`config.mk`:
```
export PLATFORM = sky130hd
export DESIGN_NAME = jtopl_lfo
export DESIGN_NICKNAME = d
export VERILOG_FILES = /design/src/rtl/jtopl_lfo.sv
export SDC_FILE = /design/constraint.sdc
export NUM_CORES = 1
export LEC_CHECK = 0
export BUFFER_PORTS_ARGS = -buffer_cell sky130_fd_sc_hd__buf_2
export CAP_MARGIN = 20
export CORE_UTILIZATION = 30
export CTS_CLUSTER_DIAMETER = 200
export DETAILED_ROUTE_END_ITERATION = 10
export PLACE_DENSITY = 0.52
export SLEW_MARGIN = 20
export SYNTH_ARGS = -nofsm -noshare
export SYNTH_HDL_FRONTEND = slang
export SYNTH_SLANG_ARGS = --single-unit
```
`constraint.sdc`:
```
create_clock -name clk -period 3.09 [get_ports clk]
set_input_delay 0.618 -clock clk [delete_from_list [all_inputs] [get_ports clk]]
set_output_delay 0.618 -clock clk [all_outputs]
set_load 0.02 [all_outputs]
```
`src/rtl/jtopl_lfo.sv`:
```
// jtopl_lfo: OPL low-frequency oscillator providing the vibrato phase and
// the tremolo attenuation level.
//
// A sample tick is cen && zero. A free-running sample counter divides the
// tick rate down: vibrato steps once every 2^VIB_DIV_W ticks, and tremolo
// steps once every 2^TREM_DIV_W ticks. In fast (test) mode every tick steps
// both. Tremolo runs a position counter over TREM_STEPS positions and folds
// it into a triangle, which is scaled by the selected depth.
//
// Handshake: none. All state advances only in cycles where cen is high.
// lfo_clr is sampled with cen and takes priority over any tick.
//
// Ports
//   clk      in   clock
//   rst_n    in   asynchronous active-low reset
//   cen      in   clock enable
//   zero     in   sample-frame marker
//   lfo_clr  in   synchronous clear of all LFO state (qualified by cen)
//   fast     in   test mode: every tick steps vibrato and tremolo
//   am_dep   in   tremolo depth: 1 = deep (tri>>2), 0 = shallow (tri>>4)
//   vib_cnt  out  3-bit vibrato phase
//   trem     out  5-bit tremolo attenuation
module jtopl_lfo #(
  parameter int VIB_DIV_W  = 10,
  parameter int TREM_DIV_W = 6,
  parameter int TREM_STEPS = 210
) (
  input  logic       clk,
  input  logic       rst_n,
  input  logic       cen,
  input  logic       zero,
  input  logic       lfo_clr,
  input  logic       fast,
  input  logic       am_dep,
  output logic [2:0] vib_cnt,
  output logic [4:0] trem
);

  localparam logic [7:0] TREM_FULL = 8'(TREM_STEPS);
  localparam logic [7:0] TREM_HALF = 8'(TREM_STEPS / 2);
  localparam logic [7:0] TREM_LAST = 8'(TREM_STEPS - 1);

  logic [VIB_DIV_W-1:0] smp_cnt;
  logic [7:0]           trem_pos;
  logic                 tick;
  logic                 vib_step;
  logic                 trem_step;
  logic [7:0]           tri_val;
  logic [7:0]           tri_shift;
  logic                 unused_shift_bits;

  always_comb begin
    tick      = cen & zero;
    vib_step  = tick & (fast | (&smp_cnt));
    trem_step = tick & (fast | (&smp_cnt[TREM_DIV_W-1:0]));
    // Fold the position into a triangle: rising for the first half of the
    // period, falling back toward zero for the second half.
    tri_val   = (trem_pos < TREM_HALF) ? trem_pos : (TREM_FULL - trem_pos);
    tri_shift = am_dep ? (tri_val >> 2) : (tri_val >> 4);
  end

  // Upper bits of the shifted triangle are always zero for legal
  // TREM_STEPS; they are collected here only so they are not left dangling.
  assign unused_shift_bits = ^tri_shift[7:5];

  always_ff @(posedge clk or negedge rst_n) begin
    if (!rst_n) begin
      smp_cnt  <= '0;
      vib_cnt  <= '0;
      trem_pos <= '0;
      trem     <= '0;
    end else if (cen) begin
      if (lfo_clr) begin
        smp_cnt  <= '0;
        vib_cnt  <= '0;
        trem_pos <= '0;
        trem     <= '0;
      end else begin
        if (tick) begin
          smp_cnt <= smp_cnt + 1'b1;
        end
        if (vib_step) begin
          vib_cnt <= vib_cnt + 3'd1;
        end
        if (trem_step) begin
          trem_pos <= (trem_pos == TREM_LAST) ? 8'd0 : trem_pos + 8'd1;
        end
        // trem follows trem_pos/am_dep with one enabled cycle of latency.
        trem <= tri_shift[4:0];
      end
    end
  end

endmodule

```
==> results of run 1 <==
-- worst min path at each step --
stage	slack [ns]	start	endpoint	cells after the start
after floorplan	0.32	rst_n	smp_cnt[0]$_DFFE_PN0P_	0
after global placement	0.47	trem[4]$_DFFE_PN0P_	trem[4]$_DFFE_PN0P_	1
after detailed placement	0.47	trem[4]$_DFFE_PN0P_	trem[4]$_DFFE_PN0P_	1
after CTS	0.37	rst_n	smp_cnt[3]$_DFFE_PN0P_	1
after global routing	0.38	rst_n	smp_cnt[8]$_DFFE_PN0P_	1
final	0.34	rst_n	smp_cnt[5]$_DFFE_PN0P_	1
-- registers in the layout, summed over array words and instances, names as in the netlist --
register  cells
trem_pos      8
smp_cnt      10
trem          5
vib_cnt       3
-- cells by family (layout without fill, tap and decap cells) --
family	after synthesis	in the layout
AO/OA/AOI/OAI	44	44
XOR/XNOR	11	11
buffers and inverters	13	22
multiplexers	1	1
adder cells (fa/ha/maj)	6	6
AND/OR/NAND/NOR	71	71
flip-flops	26	26
-- report_power, final --
part           switching, mW  internal, mW  leakage [nW]
clock                  0.114         0.114        0.0288
combinational         0.0735        0.0460         0.370
sequential            0.0285         0.362         0.356
total                  0.216         0.523         0.755
-- metrics by stage --
step                cells  worst slack (ns)  total power, mW
global route          251             1.040           0.7866
floorplan             172             1.372           0.4762
finish                251             1.172           0.7387
detailed placement    247             1.038           0.5208
CTS                   251             1.161           0.7513
global placement      247             1.058           0.5201
-- Yosys cell counts (3+ instances only) --
cell        n
dfrtp_1    26
nand2_1    18
nor2_1     16
o21ai_0    14
xor2_1      8
and3_1      7
ha_1        6
nand3_1     6
buf_2       5
a21oi_1     4
nand3b_1    4
buf_6       3
nand2b_1    3
o2bb2ai_1   3
o31ai_1     3
xnor2_1     3
-- final cells by class --
cell class	instances	area, um2
repair buffers	14	70.07
multi-input cells	133	922.1
well taps	70	87.58
flip-flops and latches	26	650.6
fillers	566	3403
inverters	4	16.27
clock buffers	4	55.05
-- metal layers --
layer | up-vias | track usage (%)
met2 | 21 | 21.89
met5 | - | 0
li1 | 632 | -
met3 | 4 | 3.353
met4 | 0 | 3.846
met1 | 619 | 16.85
==> impl_metrics.toml, run 1 <==
[cts]
cts-root-buf = "clkbuf_8"
cts_tree = "built"
numCtsBuffers = 3
cts_resized = 0
cts_sinks = 26
clkSlewWorstSetupHoldPaths_ns = 0.09
clk_path_buf_depth = 2
clock_latency_ns = 0.27
htreeDepth = 1
cts_setup_buffers = 0
holdBufCountCts = 0

[yosys]
synthCells = 172
synth_fa_ha_area_share_pct = 4.535
ys_types = 51
synth_compound_area_share_pct = 21.16
synthFlopType = "dfrtp_1"
synthArstFlopShare_pct = 100.0
ys_warn_count = 0
synthSimpleGateAreaFrac_pct = 23.51
synth.cell_area_um2 = 1655
synth_top_family_by_area = "simple AND/OR/NAND/NOR gates"
yosys.area.top_type_share_pct = 39.30
synth_area_leaders = "dfrtp_1 (39%), ha_1 (4.5%), o21ai_0 (4.2%)"
yosysTopAreaCell = "dfrtp_1"
ys_seq_area_share_pct = 39.30
synth-edff-count = 0
synthesis.nets = 185
ys_ff_latch = 26
avgSynthCellArea_um2 = 9.624
synth.area.mux_share_pct = 0.6803
synth-xor-area-share_pct = 5.820

[setup_path]
worstPathRequired_ns = 3.27
cp_max_fo = 8
crit_cells = 7
r2r_setup_slack_ns = 1.17
path_class = "reg -> reg"
slowest_stage = "dfrtp_1"
critical_path_buf_inv_count = 2
crit_path_end = "trem_pos[7]$_DFFE_PN0P_"
cp_cell_sequence = "inv_1 -> ha_1 -> and3_1 -> a31o_4 -> clkinv_2 -> o2111ai_4 -> o41ai_2"
arrival_ns = 2.10
critPathLaunch = "trem_pos[1]$_DFFE_PN0P_"
slowest_delay_ns = 0.49
rr_endpoint = "trem_pos[7]$_DFFE_PN0P_"
endpoint_kind = "flip-flop"
reg2reg_from = "trem_pos[1]$_DFFE_PN0P_"
critPathTopFamily = "compound AO/OA/AOI/OAI gates"
startpoint_type = "flip-flop"
r2r_cells = 7

[drt]
met2_length_mm = 1.574
wl_per_cell_um = 13.65
met3WireLength_um = 118
antenna_left = 0
drc = 0
top_layer_used = "met4"
drt_iter0_drc = 102
vias_per_cell = 5.084
routed_wl_mm = 3.425
first_pass_iters = 4
wl_met1_mm = 1.692
routed-via-count = 1276

[pwr]
p_per_area_nw_per_um2 = 410.0
p_leak_nw = 0.7547
ir_drop_uv = 166.5

[sta]
period_needed_ns = 1.918
setup_viol = 0
hold_viol = 0
final_max_slew_viol_count = 0
rsz0062_at_grt = "no"
finalCritPeriodShare_pct = 62.06
fin_tns_setup_ns = 0
relSlewSlack_pct = 59.89
max_freq_mhz = 521.5
worstMarginPinSlew_ns = 0.6017
holdWs_ns = 0.3351
fin_skew_ns = 0.001523

[status]
status = "finished clean"

[global_routing]
grt_overflow_total = 0
antenna_found_initial = 0
grt_pass1_wl_mm = 6.147
grt_pass1_vias = 1300
gr-usage-all-layers_pct = 13.20
grt_max_degree = 27

[floorplanning]
die_w_um = 76.28
die_y_um = 76.28
core_um2 = 5205
initial_core_util_pct = 31.80
die_area_um2 = 5819
io_pins = 15
row_count = 26

[place]
placed_cell_area_um2 = 1747
dp_hpwl_mm = 2.434
io_buffers = 14
routabilityCongestion = 0.7188

[final_layout]
area_growth_pct = 8.844
finalNetCount = 195
utilization_pct = 34.62
n_antenna_cell = 0
final_cell_mix = "dfrtp_1 (26), nand2_1 (18), nor2_1 (16)"
layout.cells.most_common = "dfrtp_1"
layout-drive-gt1-share_pct = 18.23
stdcell_area_um2 = 1802

[min_path]
hold_class = "in -> async"

[flow_run]
timing.max_cap.violations = 0
No activity file was read; power rests on OpenSTA's default activity.
==> run 2, diff against run 1 <==
Clock period 3.09 ns to 1.8 ns, I/O delays scaled along.
==> impl_metrics.toml, run 2 (synthesis gave the netlist of run 1 again) <==
[cts]
cts_tree = "built"
htreeDepth = 1
clkSlewWorstSetupHoldPaths_ns = 0.10
clock_latency_ns = 0.27
cts-root-buf = "clkbuf_8"
cts_sinks = 26
numCtsBuffers = 3
holdBufCountCts = 0
clk_path_buf_depth = 2

[global_routing]
antenna_found_initial = 0
grt_pass1_wl_mm = 6.506
gr-usage-all-layers_pct = 13.92
grt_overflow_total = 0
grt_pass1_vias = 1345
grt_max_degree = 27

[final_layout]
area_growth_pct = 16.10
final_cell_mix = "dfrtp_1 (25), nand2_1 (18), nor2_1 (16)"
seqCellArea_um2 = 651.9
fillers = 540
layout-drive-gt1-share_pct = 25.00
finalNetCount = 211
instances_no_fill = 266
top_regs = "smp_cnt (10), trem_pos (8), trem (5)"
regMostFlops = "smp_cnt"
layout.cells.most_common = "dfrtp_1"
largest_reg_flops = 10
multi_input_area_um2 = 930.9
n_antenna_cell = 0

[sta]
setup_slack_ns = 0.03170
fin_skew_ns = 0.005593
setup_viol = 0
relSlewSlack_pct = 58.79
rsz0062_at_grt = "yes"
period_needed_ns = 1.768
hold_viol = 0
finalCritPeriodShare_pct = 98.24
worstMarginPinSlew_ns = 0.6181
max_freq_mhz = 565.5
holdWs_ns = 0.09002
final_max_slew_viol_count = 0

[pwr]
p_leak_nw = 0.8303
p_per_area_nw_per_um2 = 658.1
ir_drop_uv = 284.4

[drt]
vias_per_cell = 4.925
routed_wl_mm = 3.582
drt_iter0_drc = 61
antenna_left = 0
drc = 0
first_pass_iters = 4
routed-via-count = 1310
wl_per_cell_um = 13.47

[setup_path]
reg2reg_from = "trem_pos[0]$_DFFE_PN0P_"
endpoint_kind = "flip-flop"
r2r_setup_slack_ns = 0.03
arrival_ns = 1.95
r2r_cells = 7
crit_path_end = "trem[2]$_DFFE_PN0P_"
startpoint_type = "flip-flop"
slowest_stage = "dfrtp_2"
critical_path_buf_inv_count = 1
cp_max_fo = 4
crit_cells = 7
worstPathRequired_ns = 1.98
rr_endpoint = "trem[2]$_DFFE_PN0P_"
critPathLaunch = "trem_pos[0]$_DFFE_PN0P_"
slowest_delay_ns = 0.43
path_class = "reg -> reg"
cp_cell_sequence = "buf_4 -> ha_1 -> or3_4 -> nor2_2 -> a32o_1 -> a21oi_1 -> a311oi_2"
critPathTopFamily = "simple AND/OR/NAND/NOR gates"

[min_path]
hold_class = "in -> async"

[place]
dp_hpwl_mm = 2.567
routabilityCongestion = 0.7927
place_ws_ns = 0.02590
place_inst = 261
io_buffers = 14

[flow_run]
timing.max_cap.violations = 0

[floorplanning]
die_area_um2 = 5819
initial_core_util_pct = 31.80
die_w_um = 76.28
row_count = 26
io_pins = 15
die_y_um = 76.28
core_um2 = 5205

[status]
status = "finished clean"
run 2: cell types whose count changed in the layout (fill, tap and decap cells not counted), sizes merged:
| cell | previous run | this run |
|---|---|---|
| clkbuf | 4 | 3 |
| buf | 14 | 30 |
run 2: how the worst min path moves through the flow:
stage                              endpoint  slack, ns
CTS                 trem_pos[1]$_DFFE_PN0P_       0.13
detailed placement   smp_cnt[7]$_DFFE_PN0P_       0.43
global route        trem_pos[1]$_DFFE_PN0P_       0.13
floorplan            smp_cnt[0]$_DFFE_PN0P_       0.06
global placement     smp_cnt[7]$_DFFE_PN0P_       0.42
finish              trem_pos[6]$_DFFE_PN0P_       0.09
run 2: layout make-up:
type	count	share of cell area, %
Sequential cell	26	33.92
Timing Repair Buffer	30	10.09
Inverter	4	0.8464
Clock buffer	3	2.148
Tap cell	70	4.557
Multi-Input combinational cell	133	48.44
run 2: per-layer routing:
metal | wire [um] | part of all wire (%) | GRT usage [%]
met1 | 1809 | 51 | 17.95
met2 | 1636 | 46 | 23.24
met3 | 81 | 2.3 | 2.275
met4 | 55 | 1.5 | 5.192
met5 | 0 | 0 | 0
run 2: metrics by stage:
stage / utilization, % / setup TNS [ns] / area [um2] / power, mW
global placement: 35.58 / 0 / 1852 / 0.9243
CTS: 36.37 / 0 / 1893 / 1.275
detailed placement: 35.58 / 0 / 1852 / 0.9254
floorplan: - / 0 / 1655 / 0.8174
finish: 36.92 / 0 / 1922 / 1.265
global route: 36.92 / -0.03871 / 1922 / 1.351
run 2: power breakdown:
part,internal (mW),leakage (nW),switching (mW),total (mW)
sequential,0.623,0.355,0.0356,0.658
combinational,0.113,0.454,0.150,0.264
clock,0.150,0.0216,0.192,0.342
total,0.887,0.830,0.378,1.26
run 2: timing repair:
action / in CTS / in global routing
buffers inserted: 0 / 2
setup endpoints to repair: 0 / 8
resized for setup: 0 / 7
run 2: worst reg2reg max path, cell delays in order (launching register included):
cell and delay [ns]:
dfrtp_2 0.43, buf_4 0.15, ha_1 0.21, or3_4 0.34, nor2_2 0.10, a32o_1 0.17
a21oi_1 0.05, a311oi_2 0.23
==> run 3, diff against run 2 <==
Settings changed: CTS_CLUSTER_DIAMETER 200 to not set, CTS_CLUSTER_SIZE set to 14.
Clock period 1.8 ns to 2.1 ns, I/O delays scaled along.
==> impl_metrics.toml, run 3 (synthesis gave the netlist of run 1 again) <==
[cts]
clock_latency_ns = 0.28
cts_resized = 0
clk_path_buf_depth = 2
cts_sinks = 26
clkSlewWorstSetupHoldPaths_ns = 0.10
cts_setup_buffers = 0
cts_tree = "built"
cts-root-buf = "clkbuf_8"
numCtsBuffers = 3
htreeDepth = 1
holdBufCountCts = 0

[global_routing]
grt_pass1_wl_mm = 6.065
gr-usage-all-layers_pct = 13.02
grt_max_degree = 27
antenna_found_initial = 0
grt_overflow_total = 0
grt_pass1_vias = 1210

[pwr]
p_total_mw = 1.190
p_leak_nw = 0.7722
ir_drop_uv = 343.9
power_switching_mw = 0.3307
power_frac_comb_pct = 15.3
intPower_mw = 0.8592
power.share.switching_pct = 27.79
pwr-share-clk_pct = 36.5
power_frac_seq_pct = 48.2
p_per_area_nw_per_um2 = 649.2

[place]
io_buffers = 14
place_inst = 249
dp_hpwl_mm = 2.453
routabilityCongestion = 0.7604
place_ws_ns = 0.2390

[sta]
setup_slack_ns = 0.2213
period_needed_ns = 1.879
rsz0062_at_grt = "no"
setup_viol = 0
relSlewSlack_pct = 59.04
worstMarginPinSlew_ns = 0.6144
fin_tns_setup_ns = 0
max_freq_mhz = 532.3
fin_skew_ns = 0.003328
hold_viol = 0
finalCritPeriodShare_pct = 89.46
final_max_slew_viol_count = 0

[final_layout]
final_cell_mix = "dfrtp_1 (26), nand2_1 (18), nor2_1 (16)"
regMostFlops = "smp_cnt"
area_growth_pct = 10.73
layout.cells.most_common = "dfrtp_1"
n_antenna_cell = 0
largest_reg_flops = 10
utilization_pct = 35.22
instances_no_fill = 253
finalNetCount = 197
layout-drive-gt1-share_pct = 19.13
top_regs = "smp_cnt (10), trem_pos (8), trem (5)"

[drt]
drc = 0
first_pass_iters = 4
antenna_left = 0
vias_per_cell = 4.960
routed_wl_mm = 3.413
wl_per_cell_um = 13.49
routed-via-count = 1255
drt_iter0_drc = 69

[setup_path]
slowest_stage = "dfrtp_1"
r2r_setup_slack_ns = 0.22
slowest_delay_ns = 0.47
path_class = "reg -> reg"
worstPathRequired_ns = 2.29
reg2reg_from = "trem_pos[1]$_DFFE_PN0P_"
endpoint_kind = "flip-flop"
cp_cell_sequence = "inv_1 -> ha_1 -> and3_1 -> a31o_4 -> clkinv_2 -> o2111ai_4 -> o41ai_2"
startpoint_type = "flip-flop"
arrival_ns = 2.07
critical_path_buf_inv_count = 2
critPathTopFamily = "compound AO/OA/AOI/OAI gates"
cp_max_fo = 8
rr_endpoint = "trem_pos[7]$_DFFE_PN0P_"
r2r_cells = 7

[floorplanning]
die_w_um = 76.28
row_count = 26
die_area_um2 = 5819
core_um2 = 5205
initial_core_util_pct = 31.80
io_pins = 15
die_y_um = 76.28

[min_path]
hold_class = "in -> async"

[flow_run]
timing.max_cap.violations = 0

[status]
status = "finished clean"
-- run 3: final cells by class --
class | count | area (um2)
Fill cell | 543 | 3372
Inverter | 4 | 16.27
Multi-Input combinational cell | 133 | 922.1
Timing Repair Buffer | 16 | 85.08
Tap cell | 70 | 87.58
Clock buffer | 3 | 41.29
Sequential cell | 26 | 650.6
Clock inverter | 1 | 30.03
-- run 3: per-layer routing --
metal	routed length (um)	global-route usage, %
met1	1715	17.78
met3	125	2.874
met2	1544	20.90
met5	0	0
met4	28	2.885
-- run 3: worst max path at each step --
stage	start	end	slack (ns)	cells past startpoint
5_1_grt	trem_pos[1]$_DFFE_PN0P_	trem_pos[7]$_DFFE_PN0P_	0.08	7
6_report	trem_pos[1]$_DFFE_PN0P_	trem_pos[7]$_DFFE_PN0P_	0.22	7
4_1_cts	trem_pos[1]$_DFFE_PN0P_	trem_pos[7]$_DFFE_PN0P_	0.22	7
3_5_place_dp	trem_pos[1]$_DFFE_PN0P_	trem_pos[7]$_DFFE_PN0P_	0.24	7
3_3_place_gp	trem_pos[1]$_DFFE_PN0P_	trem_pos[7]$_DFFE_PN0P_	0.30	7
2_1_floorplan	trem_pos[1]$_DFFE_PN0P_	trem_pos[7]$_DFFE_PN0P_	0.38	7
-- run 3: through the flow --
step / area [um2] / hold WS, ns
floorplan: 1655 / 0.1244
global route: 1833 / 0.1834
finish: 1833 / 0.1381
CTS: 1833 / 0.1596
detailed placement: 1762 / 0.4734
global placement: 1762 / 0.4656
-- run 3: power by group through the flow --
stage	sequential, mW	clock [mW]	combinational [mW]
2_1_floorplan	0.599	0	0.101
6_report	0.574	0.435	0.182
3_5_place_dp	0.584	0	0.184
4_1_cts	0.574	0.446	0.185
3_3_place_gp	0.582	0	0.186
5_1_grt	0.580	0.466	0.207
-- run 3: worst register-to-register path: cells and delay by family, from the launching register on --
kind                       cells  cell delay [ns]
buffers and inverters          2             0.17
DFF                            1             0.47
adders and majority gates      1             0.18
AOI/OAI and AO/OA              3             0.79
and+or+nand+nor                1             0.18
